## config.mk

```make
export PLATFORM = sky130hd
export DESIGN_NAME = grey_sweep_ctrl
export DESIGN_NICKNAME = d
export VERILOG_FILES = /design/src/rtl/grey_sweep_ctrl.sv
export SDC_FILE = /design/constraint.sdc
export NUM_CORES = 1
export LEC_CHECK = 0
export CORE_MARGIN = 1
export CORE_UTILIZATION = 54
export CTS_CLUSTER_DIAMETER = 150
export DETAILED_ROUTE_END_ITERATION = 10
export GPL_TIMING_DRIVEN = 0
export PLACE_DENSITY_LB_ADDON = 0.1
export SYNTH_ARGS = -nofsm -noshare
export SYNTH_HDL_FRONTEND = slang
export SYNTH_SLANG_ARGS = --single-unit
```

## constraint.sdc

```tcl
create_clock -name i_clk -period 3.9 [get_ports i_clk]
set_input_delay 0.78 -clock i_clk [delete_from_list [all_inputs] [get_ports i_clk]]
set_output_delay 0.78 -clock i_clk [all_outputs]
set_load 0.05 [all_outputs]
```

## src/rtl/grey_sweep_ctrl.sv

```systemverilog
// rtl/grey_sweep_ctrl.sv - sequencer sweeping a binary-to-Gray encoder through a run of codes
//
// Purpose: on an accepted start, emits min(i_count, 2**n) consecutive binary
// codes (up or down, wrapping modulo 2**n) together with their Gray encoding,
// one per cycle, with hold, abort and a completion pulse. All outputs are
// registered.
//
// Ports:
//   i_clk    clock, rising edge
//   i_rst_n  asynchronous active-low reset
//   i_start  start request, honoured only in IDLE
//   i_first  first binary code of the run
//   i_count  number of codes to emit (n+1 bits, clamped to 2**n)
//   i_dir    0 = increment, 1 = decrement
//   i_hold   pause emission while high
//   i_stop   abort the current run (no done pulse)
//   o_en     encoder enable, high in RUN and HOLD
//   o_bin    current binary code
//   o_grey   Gray code of o_bin
//   o_valid  o_bin/o_grey carry a new code this cycle
//   o_busy   high in any state other than IDLE
//   o_done   one-cycle pulse after the last code of a completed run
module grey_sweep_ctrl #(
  parameter int n = 3
) (
  input  logic         i_clk,
  input  logic         i_rst_n,
  input  logic         i_start,
  input  logic [n-1:0] i_first,
  input  logic [n:0]   i_count,
  input  logic         i_dir,
  input  logic         i_hold,
  input  logic         i_stop,
  output logic         o_en,
  output logic [n-1:0] o_bin,
  output logic [n-1:0] o_grey,
  output logic         o_valid,
  output logic         o_busy,
  output logic         o_done
);

  localparam logic [1:0] S_IDLE = 2'd0;
  localparam logic [1:0] S_RUN  = 2'd1;
  localparam logic [1:0] S_HOLD = 2'd2;
  localparam logic [1:0] S_DONE = 2'd3;

  localparam logic [n:0]   FULL = {1'b1, {n{1'b0}}};
  localparam logic [n-1:0] ONE  = {{(n-1){1'b0}}, 1'b1};

  logic [1:0]   state;
  // Codes still to be shown after the one currently on o_bin (or, in HOLD,
  // including the frozen code waiting on o_bin).
  logic [n:0]   remaining;
  logic         dir;
  logic [n:0]   eff_count;
  logic [n-1:0] next_bin;

  function automatic logic [n-1:0] gray(input logic [n-1:0] b);
    return b ^ (b >> 1);
  endfunction

  always_comb begin
    eff_count = (i_count > FULL) ? FULL : i_count;
    next_bin  = dir ? (o_bin - ONE) : (o_bin + ONE);
  end

  always_ff @(posedge i_clk or negedge i_rst_n) begin
    if (!i_rst_n) begin
      state     <= S_IDLE;
      remaining <= '0;
      dir       <= 1'b0;
      o_en      <= 1'b0;
      o_bin     <= '0;
      o_grey    <= '0;
      o_valid   <= 1'b0;
      o_busy    <= 1'b0;
      o_done    <= 1'b0;
    end else begin
      o_done <= 1'b0;
      case (state)
        S_IDLE: begin
          if (i_start) begin
            o_busy <= 1'b1;
            if (i_count == '0) begin
              state  <= S_DONE;
              o_done <= 1'b1;
            end else begin
              // The first code is presented straight away, so it already
              // counts as emitted.
              state     <= S_RUN;
              o_bin     <= i_first;
              o_grey    <= gray(i_first);
              dir       <= i_dir;
              remaining <= eff_count - 1'b1;
              o_valid   <= 1'b1;
              o_en      <= 1'b1;
            end
          end
        end
        S_RUN: begin
          if (i_stop) begin
            state   <= S_IDLE;
            o_valid <= 1'b0;
            o_en    <= 1'b0;
            o_busy  <= 1'b0;
          end else if (remaining == '0) begin
            state   <= S_DONE;
            o_valid <= 1'b0;
            o_en    <= 1'b0;
            o_done  <= 1'b1;
          end else begin
            // The next code is loaded either way; under hold it waits on
            // o_bin with o_valid low and is emitted on resume.
            o_bin  <= next_bin;
            o_grey <= gray(next_bin);
            if (i_hold) begin
              state   <= S_HOLD;
              o_valid <= 1'b0;
            end else begin
              o_valid   <= 1'b1;
              remaining <= remaining - 1'b1;
            end
          end
        end
        S_HOLD: begin
          if (i_stop) begin
            state   <= S_IDLE;
            o_valid <= 1'b0;
            o_en    <= 1'b0;
            o_busy  <= 1'b0;
          end else if (!i_hold) begin
            state     <= S_RUN;
            o_valid   <= 1'b1;
            remaining <= remaining - 1'b1;
          end
        end
        S_DONE: begin
          state  <= S_IDLE;
          o_busy <= 1'b0;
        end
        default: begin
          state   <= S_IDLE;
          o_valid <= 1'b0;
          o_en    <= 1'b0;
          o_busy  <= 1'b0;
        end
      endcase
    end
  end

endmodule

```

==> results.py, run 1 <==
metrics = {
    "status": {
        "run_status": "finished clean",
    },
    "hold_path": {
        "hp-start": "o_grey[1]",
        "hold_depth": 1,
        "min_path_type": "reg2reg",
        "holdPathEnd": "o_grey[1]",
    },
    "floorplan": {
        "coreArea_um2": 1962,
        "die_area_um2": 2294,
        "fp.dieW_um": 47.90,
        "die_h_um": 47.90,
        "num_rows": 16,
        "start_util_pct": 57.97,
        "ios": 23,
    },
    "clocking": {
        "ctsHoldBuffers": 0,
        "cts-buffers-inserted": 3,
        "cts_tree": "built",
        "clockBufferDepth": 2,
        "worstSkewPairLatency_ps": 280,
        "clock_sinks": 16,
        "cts_root_buf": "clkbuf_4",
        "post_cts_buffers": 0,
        "cts_resized": 0,
        "clkTransAtPathRegs_ps": 100,
        "htree_levels": 1,
    },
    "sta": {
        "clock_skew_ps": 1.745,
        "finalSetupViolCount": 0,
        "finalCritPeriodShare_pct": 62.33,
        "max-slew-margin-rel_pct": 51.71,
        "holdWs_ps": 515.2,
        "worst_pin_slew_ps": 722.0,
        "period_needed_ps": 2431,
        "setup_tns_ps": 0,
        "rsz0062_at_grt": "no",
        "slew_viol_final": 0,
        "hold_violations": 0,
        "timing.fmax_mhz": 411.3,
    },
    "power": {
        "p_leak_uw": 0.0005854,
        "switching_share_pct": 48.35,
        "p_clk_share_pct": 7.9,
        "power_switching_uw": 668.6,
        "pwr-share-seq_pct": 23.8,
        "power_density_nw_per_um2": 968.7,
        "p_int_uw": 714.3,
        "combPwrFrac_pct": 68.3,
        "ir_worst_vdd_v": 0.0006184,
    },
    "global_routing": {
        "track_usage_pct": 22.79,
        "grt_first_pass_wirelength_um": 3629,
        "first_global_vias": 817,
        "antenna_found_initial": 0,
        "grt-ovfl-total": 0,
        "grt_max_degree": 17,
    },
    "yosys": {
        "netlist.area_leader.share_pct": 35.20,
        "yosysSeqAreaShare_pct": 35.20,
        "syn-num-nets": 132,
        "yosysMostFrequentCell": "dfrtp_1",
        "yosysWarningCount": 0,
        "synth-seq-cells": 16,
        "ys_types": 45,
        "synth_ff_type": "dfrtp_1",
        "synth_common_cells": "dfrtp_1, o21ai_0, inv_1, nand2_1, nor2_1",
        "async_flop_share_pct": 100.0,
        "synth_top_area_cell": "dfrtp_1",
        "synth-edff-count": 0,
        "netlist_area_um2": 1137,
        "synth_area_leaders": "dfrtp_1, ha_1, o21ai_0",
        "syn_area_per_cell_um2": 10.06,
        "syn_inst": 113,
    },
    "worst_setup_path": {
        "r2r_setup_slack_ps": 1850,
        "timing.critical_path.buf_inv": 2,
        "cp-end-kind": "primary output",
        "r2r-end": "remaining[1]",
        "cpMaxStageDelayCell": "clkdlybuf4s50_1",
        "reg2regPathDepth": 6,
        "cp_max_fo": 6,
        "start_kind": "register",
        "required_ps": 3120,
        "arrival_ps": 1650,
        "critPathMaxStageDelay_ps": 790,
        "crit_type": "reg2out",
        "worstPathCellList": "buf_4 -> clkdlybuf4s50_1",
        "r2r-start": "state[0]",
        "path_delay_family": "buffers and inverters",
    },
    "route": {
        "first_pass_iters": 4,
        "wl_per_cell_um": 14.49,
        "antenna_left": 0,
        "drc": 0,
        "drt-total-wl_um": 2405,
        "first_iter_violations": 29,
        "via_per_inst": 5.801,
        "vias": 963,
    },
    "final_layout": {
        "diodes": 0,
        "post_route_cells_drive_above_1_share_pct": 15.83,
        "final_nets": 159,
        "syn2layout_area_growth_pct": 25.52,
        "fillers": 166,
        "final_core_util_pct": 72.77,
    },
    "place": {
        "place_congestion": 0.8227,
        "io_buffers": 22,
        "dp_hpwl_um": 1778,
    },
    "run": {
        "maxCapViolCount": 0,
    },
}
-- area by class of cell --
cell class	count	area, um2	area share, %
clock buffers	4	36.28	2.542
plain buffers	3	16.27	1.139
repair buffers	22	220.2	15.43
multi-input cells	87	694.4	48.64
inverters	7	26.28	1.840
well taps	27	33.78	2.366
flip-flops and latches	16	400.4	28.05
-- worst reg2reg max path, stage by stage, from the launching register on --
cell	delay, ps
dfrtp_1	400
inv_1	100
ha_1	300
clkbuf_1	240
a221oi_2	490
and2_1	260
a32o_1	190
-- cells in the final DEF, fill, tap and decap left out, types with 2 or more instances in the layout --
cell / instances
dfrtp_1: 16
nand2_1: 7
nand2b_1: 4
nand3_1: 6
clkbuf_4: 3
a21oi_1: 2
a31oi_1: 2
nor2_1: 7
inv_1: 7
xnor2_1: 5
a32o_1: 2
a221oi_2: 2
mux2_2: 4
o21ai_0: 11
ha_1: 5
clkdlybuf4s50_1: 22
xor2_1: 2
mux2i_1: 2
-- logic make-up (layout without fill, tap and decap cells) --
group	count (synthesis)	in the layout	share of synthesized area, %
simple gates	35	35	18.59
compound gates	32	32	22.77
flops	16	16	35.20
buf+inv	10	36	3.740
xor+xnor	7	7	5.391
mux	7	7	7.040
fa+ha+maj	6	6	7.261
-- registers in the layout (all words and copies together) (netlist names) --
register   cells
o_valid        1
remaining      4
o_busy         1
o_bin          3
dir            1
o_grey         2
o_done         1
o_en           1
state          2
-- layer usage --
metal / GRT usage (%) / vias up / share of wire, %
met4: 7.222 / 0 / 0.79
met5: 0 / - / 0
met2: 38.11 / 37 / 50
met3: 2.264 / 2 / 6.0
li1: - / 465 / -
met1: 30.99 / 459 / 44
-- worst max-delay path by stage --
stage | startpoint | endpoint | slack (ps) | cells after the start
6_report | o_bin[2] | o_grey[2] | 1470 | 2
5_1_grt | o_bin[2] | o_grey[2] | 1410 | 2
4_1_cts | o_bin[2] | o_grey[2] | 1460 | 2
3_5_place_dp | i_count[0] | o_en | 1320 | 5
3_3_place_gp | i_count[0] | o_en | 1350 | 5
2_1_floorplan | o_bin[0] | o_grey[1] | 1900 | 5
-- through the flow --
stage / power, uW / instances / setup slack (ps) / area, um2
floorplan: 1044 / 113 / 1900 / 1137
global route: 1487 / 166 / 1405 / 1428
detailed placement: 1272 / 162 / 1323 / 1391
CTS: 1390 / 166 / 1464 / 1428
finish: 1383 / 166 / 1469 / 1428
global placement: 1249 / 162 / 1348 / 1391
-- power groups by stage --
stage	Combinational, uW	Sequential [uW]	Clock (uW)
global placement	921	328	0
global route	1020	345	122
detailed placement	939	333	0
floorplan	573	471	0
CTS	947	330	113
finish	944	329	110
Power figures use the tool's default switching activity.
==> inputs of run 2 (changes only) <==
--- a/config.mk
+++ b/config.mk
@@ -6,7 +6,7 @@
 export NUM_CORES = 1
 export LEC_CHECK = 0
 export CORE_MARGIN = 1
-export CORE_UTILIZATION = 54
+export CORE_UTILIZATION = 45
 export CTS_CLUSTER_DIAMETER = 150
 export DETAILED_ROUTE_END_ITERATION = 10
 export GPL_TIMING_DRIVEN = 0
==> constraint.sdc (replaced) <==
create_clock -name i_clk -period 1.97 [get_ports i_clk]
set_input_delay 0.394 -clock i_clk [delete_from_list [all_inputs] [get_ports i_clk]]
set_output_delay 0.394 -clock i_clk [all_outputs]
set_load 0.05 [all_outputs]
==> results.py, run 2 (same netlist as run 1, synthesis figures left out) <==
metrics = {
    "status": {
        "run_status": "finished clean",
    },
    "sta": {
        "slew_viol_final": 0,
        "finalSetupViolCount": 0,
        "rsz0062_at_grt": "yes",
        "max-slew-margin-rel_pct": 51.90,
        "period_needed_ps": 1914,
        "worst_pin_slew_ps": 719.3,
        "timing.fmax_mhz": 522.6,
        "clock_skew_ps": 7.475,
        "holdWs_ps": 520.6,
        "finalCritPeriodShare_pct": 97.14,
        "hold_violations": 0,
    },
    "final_layout": {
        "reg_top3": "remaining (4), o_bin (3)",
        "fillers": 203,
        "post_route_cells_drive_above_1_share_pct": 19.57,
        "diodes": 0,
        "largest_register_ff_count": 4,
        "syn2layout_area_growth_pct": 27.61,
        "final_common_cell": "clkdlybuf4s50_1",
        "final_nets": 158,
        "layout_common_cells": "clkdlybuf4s50_1, dfrtp_1, o21ai_0",
        "final_core_util_pct": 63.18,
        "largest-register": "remaining",
    },
    "floorplan": {
        "die_h_um": 52.28,
        "die_area_um2": 2733,
        "start_util_pct": 49.51,
        "coreArea_um2": 2297,
        "ios": 23,
        "num_rows": 17,
        "fp.dieW_um": 52.28,
    },
    "worst_setup_path": {
        "arrival_ps": 2090,
        "critPathMaxStageDelay_ps": 670,
        "reg2regPathDepth": 5,
        "cp-end-kind": "register",
        "critPathLaunch": "i_count[0]",
        "path_delay_family": "simple AND/OR/NAND/NOR gates",
        "cp_max_fo": 7,
        "start_kind": "primary input",
        "worstPathCellList": "clkdlybuf4s50_1 -> or4_1 -> nand3_1 -> mux2_2",
        "r2r-end": "o_grey[1]",
        "r2r-start": "o_bin[0]",
        "endpoint": "dir",
        "timing.critical_path.buf_inv": 1,
        "required_ps": 2150,
        "crit_type": "in2reg",
        "r2r_setup_slack_ps": 120,
        "cp_num_cells": 4,
        "cpMaxStageDelayCell": "or4_1",
    },
    "power": {
        "switching_share_pct": 48.68,
        "p_leak_uw": 0.0005973,
        "combPwrFrac_pct": 70.0,
        "p_int_uw": 1440,
        "pwr-share-seq_pct": 23.5,
        "power.total_uw": 2806,
        "p_clk_share_pct": 6.5,
        "power_density_nw_per_um2": 1933,
        "power_switching_uw": 1366,
        "ir_worst_vdd_v": 0.001071,
    },
    "route": {
        "vias": 942,
        "wl_per_cell_um": 14.94,
        "first_pass_iters": 4,
        "antenna_left": 0,
        "drc": 0,
        "first_iter_violations": 16,
        "via_per_inst": 5.675,
        "drt-total-wl_um": 2480,
    },
    "global_routing": {
        "first_global_vias": 950,
        "track_usage_pct": 21.61,
        "grt-ovfl-total": 0,
        "grt_first_pass_wirelength_um": 4236,
        "antenna_found_initial": 0,
        "grt_max_degree": 17,
    },
    "place": {
        "dp_hpwl_um": 1895,
        "place_congestion": 0.7756,
        "io_buffers": 22,
    },
    "clocking": {
        "clockBufferDepth": 2,
        "cts-buffers-inserted": 3,
        "cts_root_buf": "clkbuf_4",
        "cts_tree": "built",
        "clock_sinks": 16,
        "clkTransAtPathRegs_ps": 90,
        "htree_levels": 1,
        "worstSkewPairLatency_ps": 290,
    },
    "hold_path": {
        "min_path_type": "in2async",
    },
    "run": {
        "maxCapViolCount": 0,
    },
}
## run 2: cell types whose count changed in the layout (fill, tap and decap cells not counted), sizes merged
| cell | before | now |
|---|---|---|
| clkbuf | 5 | 4 |
| dlymetal6s2s | 0 | 1 |
| clkdlybuf4s50 | 22 | 19 |
| dlygate4sd2 | 0 | 2 |
## run 2: stage by stage
stage          setup slack (ps)  setup TNS, ps  area, um2  cells
3_5_place_dp             -223.4          -1572       1394    163
4_1_cts                   14.09              0       1433    167
3_3_place_gp             -199.8          -1387       1394    163
6_report                  56.39              0       1451    166
2_1_floorplan             8.130              0       1139    113
5_1_grt                  -7.056         -7.056       1451    166
## run 2: cell type report
type	instances	area (um2)	area share, %
sequential	16	401.6	27.67
tap	28	35.03	2.414
inverter	7	26.28	1.810
buffer	2	15.01	1.034
clock buffer	4	26.28	1.810
multi-input combinational	87	726.9	50.09
timing repair buffer	22	220.2	15.17
## run 2: power groups by stage
stage	Combinational [uW]	Sequential (uW)	Clock, uW
CTS	1900	663	190
global placement	1830	656	0
detailed placement	1880	671	0
global route	2140	688	208
floorplan	1130	935	0
finish	1960	660	182
## run 2: what timing repair did
item	in CTS	in global routing
endpoints found under the hold margin	0	0
setup buffers	0	0
hold buffers	0	0
pin swaps	1	1
gates resized for setup	5	7
setup endpoints to repair	6	9
## run 2: worst register-to-register path: cells and delay by family, from the launching register on
family	cells	cell delay [ps]
multiplexers	1	270
XOR/XNOR	2	290
flip-flops	1	460
AO/OA/AOI/OAI	1	100
adder cells (fa/ha/maj)	1	620
## run 2: how the worst min path moves through the flow
stage                     slack (ps)           end
after CTS                        520          o_en
final                            520  remaining[1]
after global placement           490     o_grey[0]
after floorplan                  100           dir
after global routing             540     o_grey[0]
after detailed placement         500          o_en
## run 2: metal layers
metal | global-route usage, % | part of all wire (%) | vias to the layer above | wire length, um
met5 | 0 | 0 | - | 0
met3 | 6.667 | 3.8 | 5 | 93
met1 | 24.50 | 45 | 456 | 1128
li1 | - | - | 462 | -
met2 | 36.54 | 49 | 19 | 1215
met4 | 10.53 | 1.7 | 0 | 42
==> inputs of run 3 (changes only) <==
--- a/config.mk
+++ b/config.mk
@@ -6,7 +6,7 @@
 export NUM_CORES = 1
 export LEC_CHECK = 0
 export CORE_MARGIN = 1
-export CORE_UTILIZATION = 45
+export CORE_UTILIZATION = 50
 export CTS_CLUSTER_DIAMETER = 150
 export DETAILED_ROUTE_END_ITERATION = 10
 export GPL_TIMING_DRIVEN = 0
==> constraint.sdc (replaced) <==
create_clock -name i_clk -period 1.8 [get_ports i_clk]
set_input_delay 0.36 -clock i_clk [delete_from_list [all_inputs] [get_ports i_clk]]
set_output_delay 0.36 -clock i_clk [all_outputs]
set_load 0.05 [all_outputs]
==> results.py, run 3 (same netlist as run 1, synthesis figures left out) <==
metrics = {
    "status": {
        "run_status": "complete, but fails checks",
        "failed_checks": "negative setup slack",
    },
    "floorplan": {
        "num_rows": 16,
        "start_util_pct": 55.70,
        "die_h_um": 49.70,
        "die_area_um2": 2470,
        "fp.dieW_um": 49.70,
        "ios": 23,
        "coreArea_um2": 2042,
    },
    "final_layout": {
        "layout_common_cells": "buf_4, dfrtp_1, o21ai_0",
        "final_common_cell": "buf_4",
        "largest-register": "remaining",
        "syn2layout_area_growth_pct": 39.60,
        "finalNonFillerCells": 177,
        "reg_top3": "remaining (4), o_bin (3)",
        "largest_register_ff_count": 4,
        "final_nets": 170,
        "fillers": 147,
        "diodes": 0,
        "post_route_cells_drive_above_1_share_pct": 32.67,
    },
    "worst_setup_path": {
        "crit_type": "reg2reg",
        "worstPathCellList": "fa_2 -> xnor2_2 -> xnor2_1 -> o21ai_1 -> mux2_2",
        "cp-end-kind": "register",
        "cp_max_fo": 3,
        "required_ps": 1980,
        "reg2regPathDepth": 5,
        "cpMaxStageDelayCell": "fa_2",
        "start_kind": "register",
        "path_delay_family": "adder cells",
        "critPathMaxStageDelay_ps": 640,
        "timing.critical_path.buf_inv": 0,
        "cp_num_cells": 5,
        "arrival_ps": 1990,
        "r2r_setup_slack_ps": -3,
    },
    "power": {
        "p_leak_uw": 0.0007007,
        "power.total_uw": 3452,
        "ir_worst_vdd_v": 0.001487,
        "power_density_nw_per_um2": 2174,
    },
    "sta": {
        "hold_violations": 0,
        "worst_pin_slew_ps": 708.4,
        "rsz0062_at_grt": "yes",
        "period_needed_ps": 1803,
        "timing.fmax_mhz": 554.6,
        "clock_skew_ps": 2.497,
        "setup_slack_ps": -3.153,
        "setup_tns_ps": -3.153,
        "holdWs_ps": 483.0,
        "max-slew-margin-rel_pct": 52.63,
        "finalSetupViolCount": 1,
        "slew_viol_final": 0,
        "finalCritPeriodShare_pct": 100.2,
    },
    "global_routing": {
        "grt_first_pass_wirelength_um": 4671,
        "first_global_vias": 988,
        "track_usage_pct": 25.11,
        "grt_max_degree": 17,
        "antenna_found_initial": 0,
        "grt-ovfl-total": 0,
    },
    "place": {
        "place_congestion": 0.8070,
        "dp_cells": 162,
        "io_buffers": 22,
        "dp_hpwl_um": 1918,
        "pre_cts_slack_ps": -358.0,
    },
    "clocking": {
        "htree_levels": 1,
        "clkTransAtPathRegs_ps": 100,
        "cts_tree": "built",
        "worstSkewPairLatency_ps": 290,
        "clock_sinks": 16,
        "cts-buffers-inserted": 3,
        "clockBufferDepth": 2,
        "cts_root_buf": "clkbuf_4",
    },
    "route": {
        "drc": 0,
        "vias": 1016,
        "first_pass_iters": 4,
        "antenna_left": 0,
        "drt-total-wl_um": 2807,
        "via_per_inst": 5.740,
        "wl_per_cell_um": 15.86,
        "first_iter_violations": 23,
    },
    "hold_path": {
        "min_path_type": "in2async",
    },
    "run": {
        "maxCapViolCount": 0,
    },
}
[run 3: layout make-up]
class                      count  area (um2)  area share, %
sequential                    16       404.1          25.45
inverter                       7       30.03          1.891
clock buffer                   4       36.28          2.285
timing repair buffer          34       304.0          19.15
buffer                         2       18.77          1.182
multi-input combinational     87       760.7          47.91
tap                           27       33.78          2.128
[run 3: worst register-to-register path: cells and delay by family (launching register included)]
kind	cells	cell delay, ps
DFF	1	440
xor gates and xnor gates	2	270
AOI/OAI and AO/OA	1	90
adders and majority gates	1	640
muxes	1	260
[run 3: path summary, 6_finish.rpt]
check / from / end
max reg2reg: o_bin[0] / o_grey[1]
min in group i_clk: o_grey[1] / o_grey[1]
min reg2reg: o_grey[1] / o_grey[1]
max in group asynchronous: i_rst_n / o_bin[0]
max: o_bin[0] / o_grey[1]
min: i_rst_n / remaining[1]
[run 3: where the power goes]
part / leakage, uW / internal, uW / switching, uW
Combinational: 0.000489 / 1150 / 1340
Clock: 0.0000210 / 123 / 122
Sequential: 0.000191 / 540 / 178
[run 3: routing by layer]
metal | global-route usage (%) | vias to the layer above | part of all wire (%)
li1 | - | 488 | -
met2 | 40.77 | 27 | 52
met4 | 8.571 | 0 | 1.5
met5 | 0 | - | 0
met3 | 2.778 | 6 | 3.4
met1 | 34.50 | 495 | 43
[run 3: metrics by stage]
stage	utilization, %	cell area [um2]
after floorplan	-	1140
after global placement	68.26	1394
after detailed placement	68.26	1394
after CTS	72.98	1490
after global routing	77.76	1588
final	77.76	1588
[run 3: timing repair]
item / CTS / global route
buffers inserted: 4 / 8
pin swaps: 3 / 7
hold buffers: 0 / 0
endpoints found under the setup margin: 24 / 13
resized for setup: 21 / 11
